<file path="src/rtl/window_pkg.sv">
// Shared widths and pixel/window types for the 3x3 streaming window datapath.
package window_pkg;

    localparam int PIX_W_DEF = 8;
    localparam int IMG_W_DEF = 258;
    localparam int IMG_H_DEF = 258;

    typedef logic [PIX_W_DEF-1:0] pixel_t;
    typedef pixel_t [8:0]         window_t;

endpackage

</file>
<file path="src/rtl/line_buffer.sv">
// One padded image line of storage: combinational read, synchronous write.
// A write returns the old word on the same cycle, so each entry can be read and replaced in one accept.
module line_buffer #(
    parameter int DEPTH = 258,
    parameter int WIDTH = 8,
    parameter int AW    = (DEPTH > 1) ? $clog2(DEPTH) : 1
) (
    input  logic             clk,
    input  logic [AW-1:0]    i_addr,
    input  logic             i_we,
    input  logic [WIDTH-1:0] i_wdat,
    output logic [WIDTH-1:0] o_rdat
);

    logic [WIDTH-1:0] r_mem [DEPTH];

    always_ff @(posedge clk) begin
        if (i_we) begin
            r_mem[i_addr] <= i_wdat;
        end
    end

    assign o_rdat = r_mem[i_addr];

endmodule

</file>
<file path="src/rtl/window3x3_stream.sv">
// Streams a raster, pre-padded image and emits each complete 3x3 neighbourhood one cycle after its newest pixel.
// A held (valid, not ready) window freezes all state and deasserts in_ready.
module window3x3_stream
    import window_pkg::*;
#(
    parameter int PIX_W = PIX_W_DEF,
    parameter int IMG_W = IMG_W_DEF,
    parameter int IMG_H = IMG_H_DEF
) (
    input  logic             clk,
    input  logic             rst,
    input  logic             clear,
    input  logic [PIX_W-1:0] in_pixel,
    input  logic             in_valid,
    output logic             in_ready,
    output logic [PIX_W-1:0] out_p1,
    output logic [PIX_W-1:0] out_p2,
    output logic [PIX_W-1:0] out_p3,
    output logic [PIX_W-1:0] out_p4,
    output logic [PIX_W-1:0] out_p5,
    output logic [PIX_W-1:0] out_p6,
    output logic [PIX_W-1:0] out_p7,
    output logic [PIX_W-1:0] out_p8,
    output logic [PIX_W-1:0] out_p9,
    output logic             out_valid,
    input  logic             out_ready,
    output logic             out_last
);

    localparam int COL_W = $clog2(IMG_W);
    localparam int ROW_W = $clog2(IMG_H);

    logic [COL_W-1:0] r_col;
    logic [ROW_W-1:0] r_row;
    logic [PIX_W-1:0] r_win [9];
    logic             r_out_vld;
    logic             r_out_last;

    logic             w_in_rdy;
    logic             w_accept;
    logic             w_qual;
    logic             w_last;
    logic [PIX_W-1:0] w_lb0;
    logic [PIX_W-1:0] w_lb1;

    assign w_in_rdy = !r_out_vld || out_ready;
    assign w_accept = in_valid && w_in_rdy && !clear;
    // Columns/rows 0 and 1 only prime the window; they never hold a full neighbourhood.
    assign w_qual   = (r_row >= ROW_W'(2)) && (r_col >= COL_W'(2));
    assign w_last   = (r_row == ROW_W'(IMG_H - 1)) && (r_col == COL_W'(IMG_W - 1));

    line_buffer #(.DEPTH(IMG_W), .WIDTH(PIX_W), .AW(COL_W)) u_lb0 (
        .clk    (clk),
        .i_addr (r_col),
        .i_we   (w_accept),
        .i_wdat (in_pixel),
        .o_rdat (w_lb0)
    );

    line_buffer #(.DEPTH(IMG_W), .WIDTH(PIX_W), .AW(COL_W)) u_lb1 (
        .clk    (clk),
        .i_addr (r_col),
        .i_we   (w_accept),
        .i_wdat (w_lb0),
        .o_rdat (w_lb1)
    );

    always_ff @(posedge clk or posedge rst) begin
        if (rst) begin
            r_col      <= '0;
            r_row      <= '0;
            r_out_vld  <= 1'b0;
            r_out_last <= 1'b0;
            for (int i = 0; i < 9; i++) begin
                r_win[i] <= '0;
            end
        end else if (clear) begin
            r_col      <= '0;
            r_row      <= '0;
            r_out_vld  <= 1'b0;
            r_out_last <= 1'b0;
        end else begin
            if (w_accept) begin
                r_win[0] <= r_win[1];
                r_win[1] <= r_win[2];
                r_win[2] <= w_lb1;
                r_win[3] <= r_win[4];
                r_win[4] <= r_win[5];
                r_win[5] <= w_lb0;
                r_win[6] <= r_win[7];
                r_win[7] <= r_win[8];
                r_win[8] <= in_pixel;
                if (r_col == COL_W'(IMG_W - 1)) begin
                    r_col <= '0;
                    r_row <= (r_row == ROW_W'(IMG_H - 1)) ? '0 : r_row + ROW_W'(1);
                end else begin
                    r_col <= r_col + COL_W'(1);
                end
            end
            if (w_accept && w_qual) begin
                r_out_vld  <= 1'b1;
                r_out_last <= w_last;
            end else if (out_ready) begin
                r_out_vld  <= 1'b0;
                r_out_last <= 1'b0;
            end
        end
    end

    assign in_ready  = w_in_rdy;
    assign out_valid = r_out_vld;
    assign out_last  = r_out_last;
    assign out_p1    = r_win[0];
    assign out_p2    = r_win[1];
    assign out_p3    = r_win[2];
    assign out_p4    = r_win[3];
    assign out_p5    = r_win[4];
    assign out_p6    = r_win[5];
    assign out_p7    = r_win[6];
    assign out_p8    = r_win[7];
    assign out_p9    = r_win[8];

endmodule

</file>
<file path="config.mk">
export PLATFORM = sky130hd
export DESIGN_NAME = window3x3_stream
export DESIGN_NICKNAME = d
export VERILOG_FILES = /design/src/rtl/window_pkg.sv /design/src/rtl/line_buffer.sv /design/src/rtl/window3x3_stream.sv
export SDC_FILE = /design/constraint.sdc
export NUM_CORES = 2
export LEC_CHECK = 0
export ABC_CLOCK_PERIOD_IN_PS = 23100
export BUFFER_PORTS_ARGS = -buffer_cell sky130_fd_sc_hd__clkbuf_2
export CORE_MARGIN = 3
export CORE_UTILIZATION = 40
export DETAILED_ROUTE_END_ITERATION = 12
export PLACE_DENSITY = 0.5
export SYNTH_ARGS = -nofsm -noshare
export SYNTH_HDL_FRONTEND = slang
export SYNTH_MEMORY_MAX_BITS = 65536
export SYNTH_SLANG_ARGS = --single-unit
</file>
<file path="constraint.sdc">
create_clock -name clk -period 23.1 [get_ports clk]
set_input_delay 4.62 -clock clk [delete_from_list [all_inputs] [get_ports clk]]
set_output_delay 4.62 -clock clk [all_outputs]
set_load 0.01 [all_outputs]
</file>
* After elaboration in Yosys (flattened, before gate mapping)
Memory sizes are Yosys's and may differ from the RTL's. A register that Yosys moved wholly into a read port is not among the register bits.
Cells that the tools add are included.
** Word-level totals
- Logic and storage cells :: 48
- RAM bits :: 4128
- Latch bits :: 0
- ROM bits :: 0
- Output and inout port bits :: 75
- Memories :: 2
- Bits in registers :: 84
- Input bits :: 13
** Memory list
- u_lb0.r_mem :: depth 258, bits a word 8, read ports 1, clocked after memory_dff 0, write ports 1, RTL line line_buffer.sv:15 : logic [WIDTH-1:0] r_mem [DEPTH];
- u_lb1.r_mem :: depth 258, bits a word 8, read ports 1, clocked after memory_dff 1, write ports 1, RTL line line_buffer.sv:15
** Operators by class
- Magnitude comparators :: 2
- Mux-type cells :: 14
- Reduce and logical (&&, ||, !) cells :: 13
- Bitwise logic cells :: 1
- Shifts and indexed selects :: 0
- $mul :: 0
- Add/subtract/negate cells :: 2
- Equality and inequality tests :: 2
- Divide/modulo/power cells :: 0
** Operator list (number)
- 9-bit two-way mux :: 7
- 9-bit by 1-bit adder with 9-bit output, second input constant :: 2
- 9-bit == test, second input constant :: 2
- 9-bit by 2-bit greater-or-equal comparator with 1-bit output, second input constant :: 2
- 1-bit two-way mux :: 7
- 1-bit logical AND :: 5
- 2-bit AND reduction :: 2
- 2-bit nonzero test :: 2
- 3-bit nonzero test :: 1
- 1-bit zero test :: 2
- 1-bit logical OR :: 1
- 1-bit NOT :: 1

* Longest topological paths before layout
- Depth after elaboration :: 7
- Gate-level depth with buffers :: 13
- Depth with buffers taken out :: 8

* By module
From an unflattened synthesis, not the netlist that was laid out.
** Unflattened totals
- Cells, all modules :: 7664
- Area total of the unflattened synthesis :: 164208.7 um^2
** Modules (own cells, without submodules)
- line_buffer :: area each 80161.9 um^2, cells an instance 3690, times used 2
- window3x3_stream :: area each 3885.0 um^2, cells an instance 284, times used 1

* Worst setup path before layout
Ideal clock, no wire load.
- Path type :: input to output
- From :: input port out_ready
- To :: output port in_ready
- Required time :: 18.480 ns
- Arrival :: 4.827 ns
- Stages :: 1
- Setup slack :: 13.653 ns
- Cell sequence :: nand2b_1
** On the way
- Word-level cells in the longest chain between the ends :: 1
** Ends and longest elaborated chain
- from (decl) :: RTL line window3x3_stream.sv:26 : input logic out_ready,
- 1-bit logical OR :: RTL line window3x3_stream.sv:46 : assign w_in_rdy = !r_out_vld || out_ready;
- to (decl) :: RTL line window3x3_stream.sv:15 : output logic in_ready,
No other way between the ends.

* Worst setup path after layout
Ends and elaborated chain as after synthesis.

==> flow_summary_export.csv <==
group,metric,value,unit
grt,grt_max_degree,171,
clock_tree,cts_made_buffers,437,
yosys,async_flop_share,0.0218,
critical_path,reg2regPathDepth,14,
critical_path,crit_path_cell_trace,"clkbuf_2 -> nand2b_1 -> clkbuf_2",
job,cap_violations,0,
timing,finalSetupTns,0,ps
timing,period_minus_slack,9750,ps
grt,grt_pass1_wl,694000,um
min_path,hp-start,"out_p4[6]",
timing,timing.final.ws_setup,13350,ps
place,dp_hpwl,309000,um
yosys,synth_top_area_share,0.764,
timing,rsz0062_at_grt,"false",
yosys,syn_area,162000,um2
critical_path,critical_path.startpoint,"out_ready",
timing,fmax,103,MHz
yosys,syn_area_per_cell,22.0,um2
floorplanning,dieArea,413000,um2
grt,antenna_found_initial,41,
routing,vias_per_cell,5.96,
finish,drive_gt1_frac,0.285,
critical_path,crit_path_end,"in_ready",
routing,vias,80800,
clock_tree,cts_resized,0,
power_and_ir_drop,seq_power_share,0.518,
yosys,yosys_warnings,0,
grt,overflow,0,
min_path,hp-class,"reg -> reg",
clock_tree,clockBufferDepth,4,
finish,fin_area,185000,um2
critical_path,path_max_fanout,6,
timing,relSlewSlack,0.0819,
floorplanning,core_region_area,403000,um2
routing,drc_errors,0,
timing,hold_viol,0,
routing,avgRoutedWirePerCell,37.5,um
critical_path,rr_startpoint,"r_col[0]",
yosys,ys_seq_elements,4220,
timing,worstMarginPinSlew,1370,ps
yosys,synth.area.top_cells,"edfxtp_1 (76%), mux4_2 (15%), mux2i_1 (1.6%), dfrtp_1 (1.4%), nor2_1 (0.81%)",
place,place_area,170000,um2
clock_tree,postCtsSetupRepairBufs,0,
place,dpl_worst_slack,13360,ps
routing,ant_nets,0,
clock_tree,holdBufCountCts,0,
critical_path,critPathArrivalTime,5130,ps
yosys,synth_nets,7379,
clock_tree,clk_pin_slew,60,ps
floorplanning,die_x,643,um
place,port_buffers,87,
power_and_ir_drop,clkPwrFrac,0.424,
critical_path,crit_slowest_cell,"nand2b_1",
timing,period_share,0.422,
critical_path,critPathMaxStageDelay,220,ps
timing,setup-violations-final,0,
clock_tree,clk_latency,1010,ps
finish,finalNetCount,7777,
critical_path,critPathCaptureType,"output pin",
critical_path,crit_type,"in -> out",
floorplanning,rows,233,
clock_tree,clock-sinks,4220,
floorplanning,pin_count,88,
power_and_ir_drop,combPwrFrac,0.058,
critical_path,cpMostUsedCell,"clkbuf_2",
grt,grt_pass1_vias,80500,
critical_path,r2r-end,"u_lb1.r_mem[113][4]",
clock_tree,cts-htree-levels,5,
yosys,ys_types,69,
power_and_ir_drop,p_sw_frac,0.223,
outcome,status,"complete, no violations",
power_and_ir_drop,p_int,12.8,mW
yosys,synthFlopType,"edfxtp_1",
timing,slew_viol_final,0,
timing,finalClockSkew,67.9,ps
power_and_ir_drop,power,16.5,mW
yosys,synth_top_cell_by_area,"edfxtp_1",
critical_path,crit_required,18480,ps
finish,layout_common_cells,"edfxtp_1 (4128), mux4_2 (1045), clkbuf_16 (444)",
clock_tree,cts_root_buf,"clkbuf_16",
power_and_ir_drop,vdd_ir_drop_max,0.0627,mV
floorplanning,start_util,0.402,
power_and_ir_drop,p_sw,3.69,mW
floorplanning,die_h,643,um
place,place.gp.congestion,0.881,
yosys,synth_edf_count,4128,
critical_path,startpoint_type,"input pin",
routing,drtIter0Drc,11000,
routing,drt_first_pass_iters,8,
grt,grt_usage,0.243,
power_and_ir_drop,leakagePower,55.9,nW
yosys,synth_seq_area_share,0.778,
clock_tree,cts_tree,"built",
finish,syn_to_final_growth,13.8,%
power_and_ir_drop,pwr_density_cell,89.5,nW/um2
finish,mostFrequentLayoutCell,"edfxtp_1",
yosys,netlist_instances,7359,
critical_path,rrSetupSlack,14480,ps
routing,wl,507000,um
registers in the layout, summed over array words and instances (netlist names), 9 cells and up:
signal	cells
r_col	9
r_row	9
u_lb0.r_mem	2064
u_lb1.r_mem	2064
worst min-delay path by stage:
| stage | depth (start not counted) | slack (ps) | to |
|---|---|---|---|
| floorplan | 1 | 490 | r_row[5] |
| global placement | 2 | 460 | out_p7[1] |
| detailed placement | 2 | 460 | out_p1[7] |
| CTS | 2 | 480 | out_p1[7] |
| global route | 2 | 500 | out_p1[7] |
| finish | 2 | 470 | out_p4[6] |
power by group through the flow:
stage / registers [mW] / clock network [mW] / logic (mW)
2_1_floorplan: 8.77 / 0 / 0.496
3_3_place_gp: 8.73 / 0 / 0.962
3_5_place_dp: 8.73 / 0 / 0.977
4_1_cts: 8.57 / 7.11 / 0.978
5_1_grt: 8.57 / 7.41 / 1.01
6_report: 8.57 / 7.00 / 0.961
layer usage:
layer | routed length, um | GRT usage | up-vias | part of all wire
li1 | - | - | 31800 | -
met1 | 211000 | 0.350 | 44300 | 0.42
met2 | 234000 | 0.373 | 3873 | 0.46
met3 | 43000 | 0.0454 | 736 | 0.085
met4 | 19000 | 0.0813 | 12 | 0.037
met5 | 75 | 0 | - | 0.00015
cells in the mapped netlist, drive strengths merged (6+ instances only):
cell type,count
and3b,6
buf,292
nand3,88
edfxtp,4128
and3,15
clkbuf,125
mux2i,262
mux4,1045
nor2b,12
nand2b,14
nand2,314
nor3b,7
dfrtp,92
nor4,15
ha,7
a32oi,10
a21oi,51
o32a,8
inv,10
o22ai,54
and2,6
o2111ai,6
a22oi,144
o221ai,10
a211oi,9
nand4,32
nor2,352
o211ai,7
mux2,16
or3b,6
o21ai,50
a2111oi,9
xnor2,6
a31oi,20
or2,7
a221oi,20
nand3b,6
nor3,40
a22o,21
critical path: cells and delay by family:
kind                   cells  cell delay [ps]
and+or+nand+nor            1              220
buffers and inverters      2              280
cell families (layout without fill, tap and decap cells):
family	Yosys count	in the layout	synth area share
adders and majority gates	7	7	0.000540
other	0	16	0
and+or+nand+nor	930	930	0.0250
xor gates and xnor gates	8	8	0.000432
DFF	4220	4220	0.778
AOI/OAI and AO/OA	443	443	0.0194
buffers and inverters	428	1195	0.0140
muxes	1323	1323	0.162
stage by stage:
step	hold slack (ps)	util	instances
after global placement	456	0.423	12700
final	473	0.458	13500
after CTS	477	0.458	13500
after global routing	501	0.458	13500
after detailed placement	463	0.423	12700
after floorplan	486	-	7359
final cells by class:
class	instances	area, um2
multi-input combinational	2711	34500
tap	5405	6760
clock inverter	245	2400
sequential	4220	126000
antenna	16	40.0
fill	33600	219000
inverter	11	46.3
timing repair buffer	376	2920
clock buffer	563	11700
(Power assumes the default switching activity.)
